==> config.mk <==
export PLATFORM = sky130hd
export DESIGN_NAME = conv_feed_fifo
export DESIGN_NICKNAME = d
export VERILOG_FILES = /design/src/rtl/conv_feed_fifo.sv
export SDC_FILE = /design/constraint.sdc
export NUM_CORES = 2
export LEC_CHECK = 0
export ABC_AREA = 0
export CAP_MARGIN = 20
export CORE_ASPECT_RATIO = 1.25
export CORE_MARGIN = 2
export CORE_UTILIZATION = 30
export DETAILED_ROUTE_END_ITERATION = 6
export PLACE_DENSITY = 0.52
export SYNTH_ARGS = -nofsm -noshare
export SYNTH_HDL_FRONTEND = slang
export SYNTH_SLANG_ARGS = --single-unit
==> constraint.sdc <==
create_clock -name clk -period 8.8 [get_ports clk]
set_input_delay 2.64 -clock clk [delete_from_list [all_inputs] [get_ports clk]]
set_output_delay 2.64 -clock clk [all_outputs]
set_load 0.02 [all_outputs]
==> src/rtl/conv_feed_fifo.sv <==
// Show-ahead pixel FIFO feeding the 3x3 convolution stage, with a per-frame
// pop counter that holds the stream at every WIDTH x WIDTH frame boundary.
module conv_feed_fifo #(
    parameter int DATA_WIDTH = 32,
    parameter int WIDTH      = 7,
    parameter int ADDR_WIDTH = 6
) (
    input  logic                  clk,
    input  logic                  rst,
    input  logic                  wr_en,
    input  logic [DATA_WIDTH-1:0] wr_data,
    output logic                  full,
    output logic [DATA_WIDTH-1:0] o_data,
    output logic                  valid_out,
    output logic                  fifo_busy,
    input  logic                  rd_req,
    input  logic                  frame_start,
    output logic                  frame_done,
    output logic [ADDR_WIDTH:0]   level,
    output logic                  ovf_err,
    output logic                  unf_err
);

    localparam int DEPTH     = 1 << ADDR_WIDTH;
    localparam int FRAME_PIX = WIDTH * WIDTH;
    localparam int CNT_W     = (FRAME_PIX > 1) ? $clog2(FRAME_PIX) : 1;
    localparam logic [CNT_W-1:0] LAST_PIX = CNT_W'(FRAME_PIX - 1);

    typedef enum logic {
        ST_HOLD,
        ST_STREAM
    } state_t;

    state_t                  state;
    state_t                  state_next;
    logic [CNT_W-1:0]        pix_cnt;
    logic [CNT_W-1:0]        pix_cnt_next;
    logic                    frame_done_next;

    logic [ADDR_WIDTH:0]     wr_ptr;
    logic [ADDR_WIDTH:0]     rd_ptr;
    logic [DATA_WIDTH-1:0]   mem [DEPTH];

    logic                    empty;
    logic                    frame_hold;
    logic                    do_wr;
    logic                    do_rd;

    // Extra pointer MSB distinguishes full from empty when the low bits match.
    assign empty      = (wr_ptr == rd_ptr);
    assign full       = (wr_ptr[ADDR_WIDTH-1:0] == rd_ptr[ADDR_WIDTH-1:0]) &&
                        (wr_ptr[ADDR_WIDTH] != rd_ptr[ADDR_WIDTH]);
    assign level      = wr_ptr - rd_ptr;

    assign frame_hold = (state == ST_HOLD);
    assign o_data     = mem[rd_ptr[ADDR_WIDTH-1:0]];
    assign valid_out  = ~empty;
    assign fifo_busy  = empty | frame_hold;

    assign do_wr      = wr_en & ~full;
    assign do_rd      = rd_req & valid_out & ~fifo_busy;

    // NOTE: storage has no reset; emptiness is tracked by the pointers alone,
    // so clearing the array would only cost reset fan-out.
    always_ff @(posedge clk) begin
        if (do_wr) begin
            mem[wr_ptr[ADDR_WIDTH-1:0]] <= wr_data;
        end
    end

    // NOTE: every clocked block uses non-blocking assignments so all state
    // updates see the same pre-edge values regardless of evaluation order.
    always_ff @(posedge clk or posedge rst) begin
        if (rst) begin
            wr_ptr  <= '0;
            rd_ptr  <= '0;
            ovf_err <= 1'b0;
            unf_err <= 1'b0;
        end else begin
            if (do_wr) begin
                wr_ptr <= wr_ptr + 1'b1;
            end
            if (do_rd) begin
                rd_ptr <= rd_ptr + 1'b1;
            end
            if (wr_en && full) begin
                ovf_err <= 1'b1;
            end
            if (rd_req && fifo_busy) begin
                unf_err <= 1'b1;
            end
        end
    end

    always_ff @(posedge clk or posedge rst) begin
        if (rst) begin
            state      <= ST_HOLD;
            pix_cnt    <= '0;
            frame_done <= 1'b0;
        end else begin
            state      <= state_next;
            pix_cnt    <= pix_cnt_next;
            frame_done <= frame_done_next;
        end
    end

    // NOTE: defaults first so no path through the case leaves a signal
    // unassigned and infers a latch.
    always_comb begin
        state_next      = state;
        pix_cnt_next    = pix_cnt;
        frame_done_next = 1'b0;
        unique case (state)
            ST_HOLD: begin
                if (frame_start) begin
                    state_next   = ST_STREAM;
                    pix_cnt_next = '0;
                end
            end
            ST_STREAM: begin
                // frame_start is ignored here, so a coincident last pop wins.
                if (do_rd) begin
                    if (pix_cnt == LAST_PIX) begin
                        state_next      = ST_HOLD;
                        pix_cnt_next    = '0;
                        frame_done_next = 1'b1;
                    end else begin
                        pix_cnt_next = pix_cnt + 1'b1;
                    end
                end
            end
            default: begin
                state_next = ST_HOLD;
            end
        endcase
    end

endmodule
==> impl_metrics.toml <==
[status]
status = "finished clean"

[sta]
slew_headroom = 0.218
hold_viol_final = 0
tightest_slew_ps = 1170
max_freq_mhz = 128
drv_slew = 0
whs_ps = 470
final.min_clock_period_ps = 7830
period_share = 0.890
finalClockSkew_ps = 49.5
tns_ps = 0
setup_violations = 0
rsz0062_at_grt = "no"

[route]
drt_iter0_markers = 3867
ant_nets = 0
vias = 39800
routedWlPerCell_um = 28.8
dr.pass1.iters = 5
drt_wl_total_um = 224000
avgViaCountPerCell = 5.11
drc = 0

[clock_network]
cts-hold-fix-buffers = 0
insertion_delay_ps = 850
clkTransAtPathRegs_ps = 60
htree_levels = 4
clockBufferDepth = 4
cts_tree = "yes"
cts_root_buf = "clkbuf_16"
post_cts_buffers = 0
cts_made_buffers = 197
numClockSinks = 2072
post_cts_resized = 0

[cells_and_area]
multi_input_area_um2 = 17400
drive_above_1_share = 0.218
nets = 4154
regArea_um2 = 62100
fillers = 24900
fin_area_um2 = 92300
area_growth_pct = 15.1

[worst_setup_path]
crit_path_max_fanout = 22
worstRegToRegCells = 10
r2r-end = "mem[24][21]"
path_class = "reg2out"
setup.worst_path.end = "o_data[25]"
rrSetupSlack_ps = 2910
worstPathArrival_ps = 5190
cp-start-kind = "flip-flop"
crit_start = "rd_ptr[0]"
critPathRequiredTime_ps = 6160
cp-end-kind = "output port"
rr_startpoint = "rd_ptr[1]"

[placed_design]
place_area_um2 = 86100
numPortBuffers = 81
place_congestion = 0.810
dp_hpwl_um = 131000

[die]
num_rows = 212
die_area_um2 = 271000
die_w_um = 466
num_io_pins = 82
start_util = 0.301
core_area_um2 = 266000
dieHeight_um = 582

[synthesis]
synth_cell_types = 56
synth-edff-count = 2048
async_flop_share = 0.0116
yosysWarnings = 0
synth_flop_cell = "edfxtp_1"
ys_seq_elements = 2072
syn_area_per_cell_um2 = 20.8
syn_area_um2 = 80200
synth_seq_area_share = 0.774
postSynthCellCount = 3862
synthesis.nets = 3910

[global_routing]
antenna_found_initial = 14
grt_first_pass_wirelength_um = 316000
grt_max_degree = 102
grt_use_total = 0.162
grt_pass1_vias = 40700
grt.overflow.total = 0

[hold_path]
hold_path_class = "reg2reg"

[flow_run]
cap_violations = 0

[pwr]
power.leakage_nw = 29.1
power_density_nw_per_um2 = 315
peakVddDrop_uv = 357
## state kept, by name, indices dropped and copies added (netlist names)
| name | flops |
|---|---|
| unf_err | 1 |
| rd_ptr | 7 |
| frame_done | 1 |
| mem | 2048 |
| pix_cnt | 6 |
| ovf_err | 1 |
| state | 1 |
| wr_ptr | 7 |
## critical path: stages (launching register included)
cell and delay (ps):
dfrtp_4 760, buf_4 420, buf_4 460, mux4_2 560, o21ai_0 480, nand2_1 130, o21ai_0 570, a211oi_1 300
clkdlybuf4s50_1 640
## area by class of cell
cell class              count  area share
well taps                3531      0.0479
clock inverters            98     0.00809
inverters                  15    0.000664
diodes                      6    0.000163
flip-flops and latches   2072       0.673
multi-input cells        1553       0.188
clock buffers             249      0.0564
repair buffers            267      0.0259
## worst min path at each step
stage / end / start / slack, ps / cells after the start
after CTS: unf_err / unf_err / 470 / 1
after floorplan: pix_cnt[2] / pix_cnt[2] / 490 / 1
final: unf_err / unf_err / 470 / 1
after global routing: unf_err / unf_err / 500 / 1
after detailed placement: unf_err / unf_err / 460 / 1
after global placement: unf_err / unf_err / 440 / 1
## cells by family after synthesis
| group | Yosys count | synth area share |
|---|---|---|
| flip-flops | 2072 | 0.774 |
| buffers and inverters | 237 | 0.0159 |
| AO/OA/AOI/OAI | 390 | 0.0352 |
| XOR/XNOR | 18 | 0.00197 |
| multiplexers | 742 | 0.149 |
| adder cells (fa/ha/maj) | 11 | 0.00181 |
| AND/OR/NAND/NOR | 392 | 0.0213 |
## power breakdown
part | internal [W] | leakage, nW | total (W) | switching [W]
sequential | 0.0112 | 18.7 | 0.0115 | 0.000251
clock | 0.00452 | 2.91 | 0.00812 | 0.00361
combinational | 0.00362 | 7.47 | 0.00945 | 0.00583
## metrics by stage
step / total power [W] / setup WS, ps / util / std cells
detailed placement: 0.0213 / 1800 / 0.323 / 7426
CTS: 0.0294 / 889 / 0.346 / 7773
global placement: 0.0212 / 1710 / 0.323 / 7421
floorplan: 0.0174 / 3440 / - / 3862
global route: 0.0301 / 805 / 0.347 / 7788
finish: 0.0291 / 970 / 0.347 / 7791
## cell usage in the layout, fill, tap and decap left out, types with 30 or more instances in the layout
cell type	count
mux4_2	363
buf_4	158
clkbuf_1	48
clkinv_2	30
a22oi_1	84
o22ai_1	38
buf_2	33
nor2_1	74
a21oi_1	51
clkdlybuf4s50_1	49
nor2_4	67
nand3_1	76
nand2_1	110
clkbuf_16	201
o21ai_0	57
a221oi_1	47
clkinv_1	52
mux2i_1	378
edfxtp_1	2048
## metal layers
| metal | GRT usage | up-vias | wire (um) |
|---|---|---|---|
| li1 | - | 16600 | - |
| met1 | 0.205 | 21700 | 90100 |
| met2 | 0.288 | 1147 | 117000 |
| met3 | 0.0183 | 333 | 9820 |
| met4 | 0.0533 | 4 | 7030 |
| met5 | 0 | - | 24 |
## cells in the mapped netlist, drive strengths merged (25+ instances only)
| master | number | area, um^2 |
|---|---|---|
| mux2i | 378 | 3780 |
| a21oi | 51 | 255 |
| clkbuf | 91 | 342 |
| a2111oi | 25 | 288 |
| nor2 | 144 | 541 |
| a22oi | 84 | 631 |
| mux4 | 363 | 8180 |
| o22ai | 38 | 238 |
| buf | 131 | 880 |
| a221oi | 47 | 412 |
| nand2 | 111 | 417 |
| nand3 | 76 | 380 |
| edfxtp | 2048 | 61500 |
| o21ai | 57 | 285 |
No activity file was read; power rests on OpenSTA's default activity.
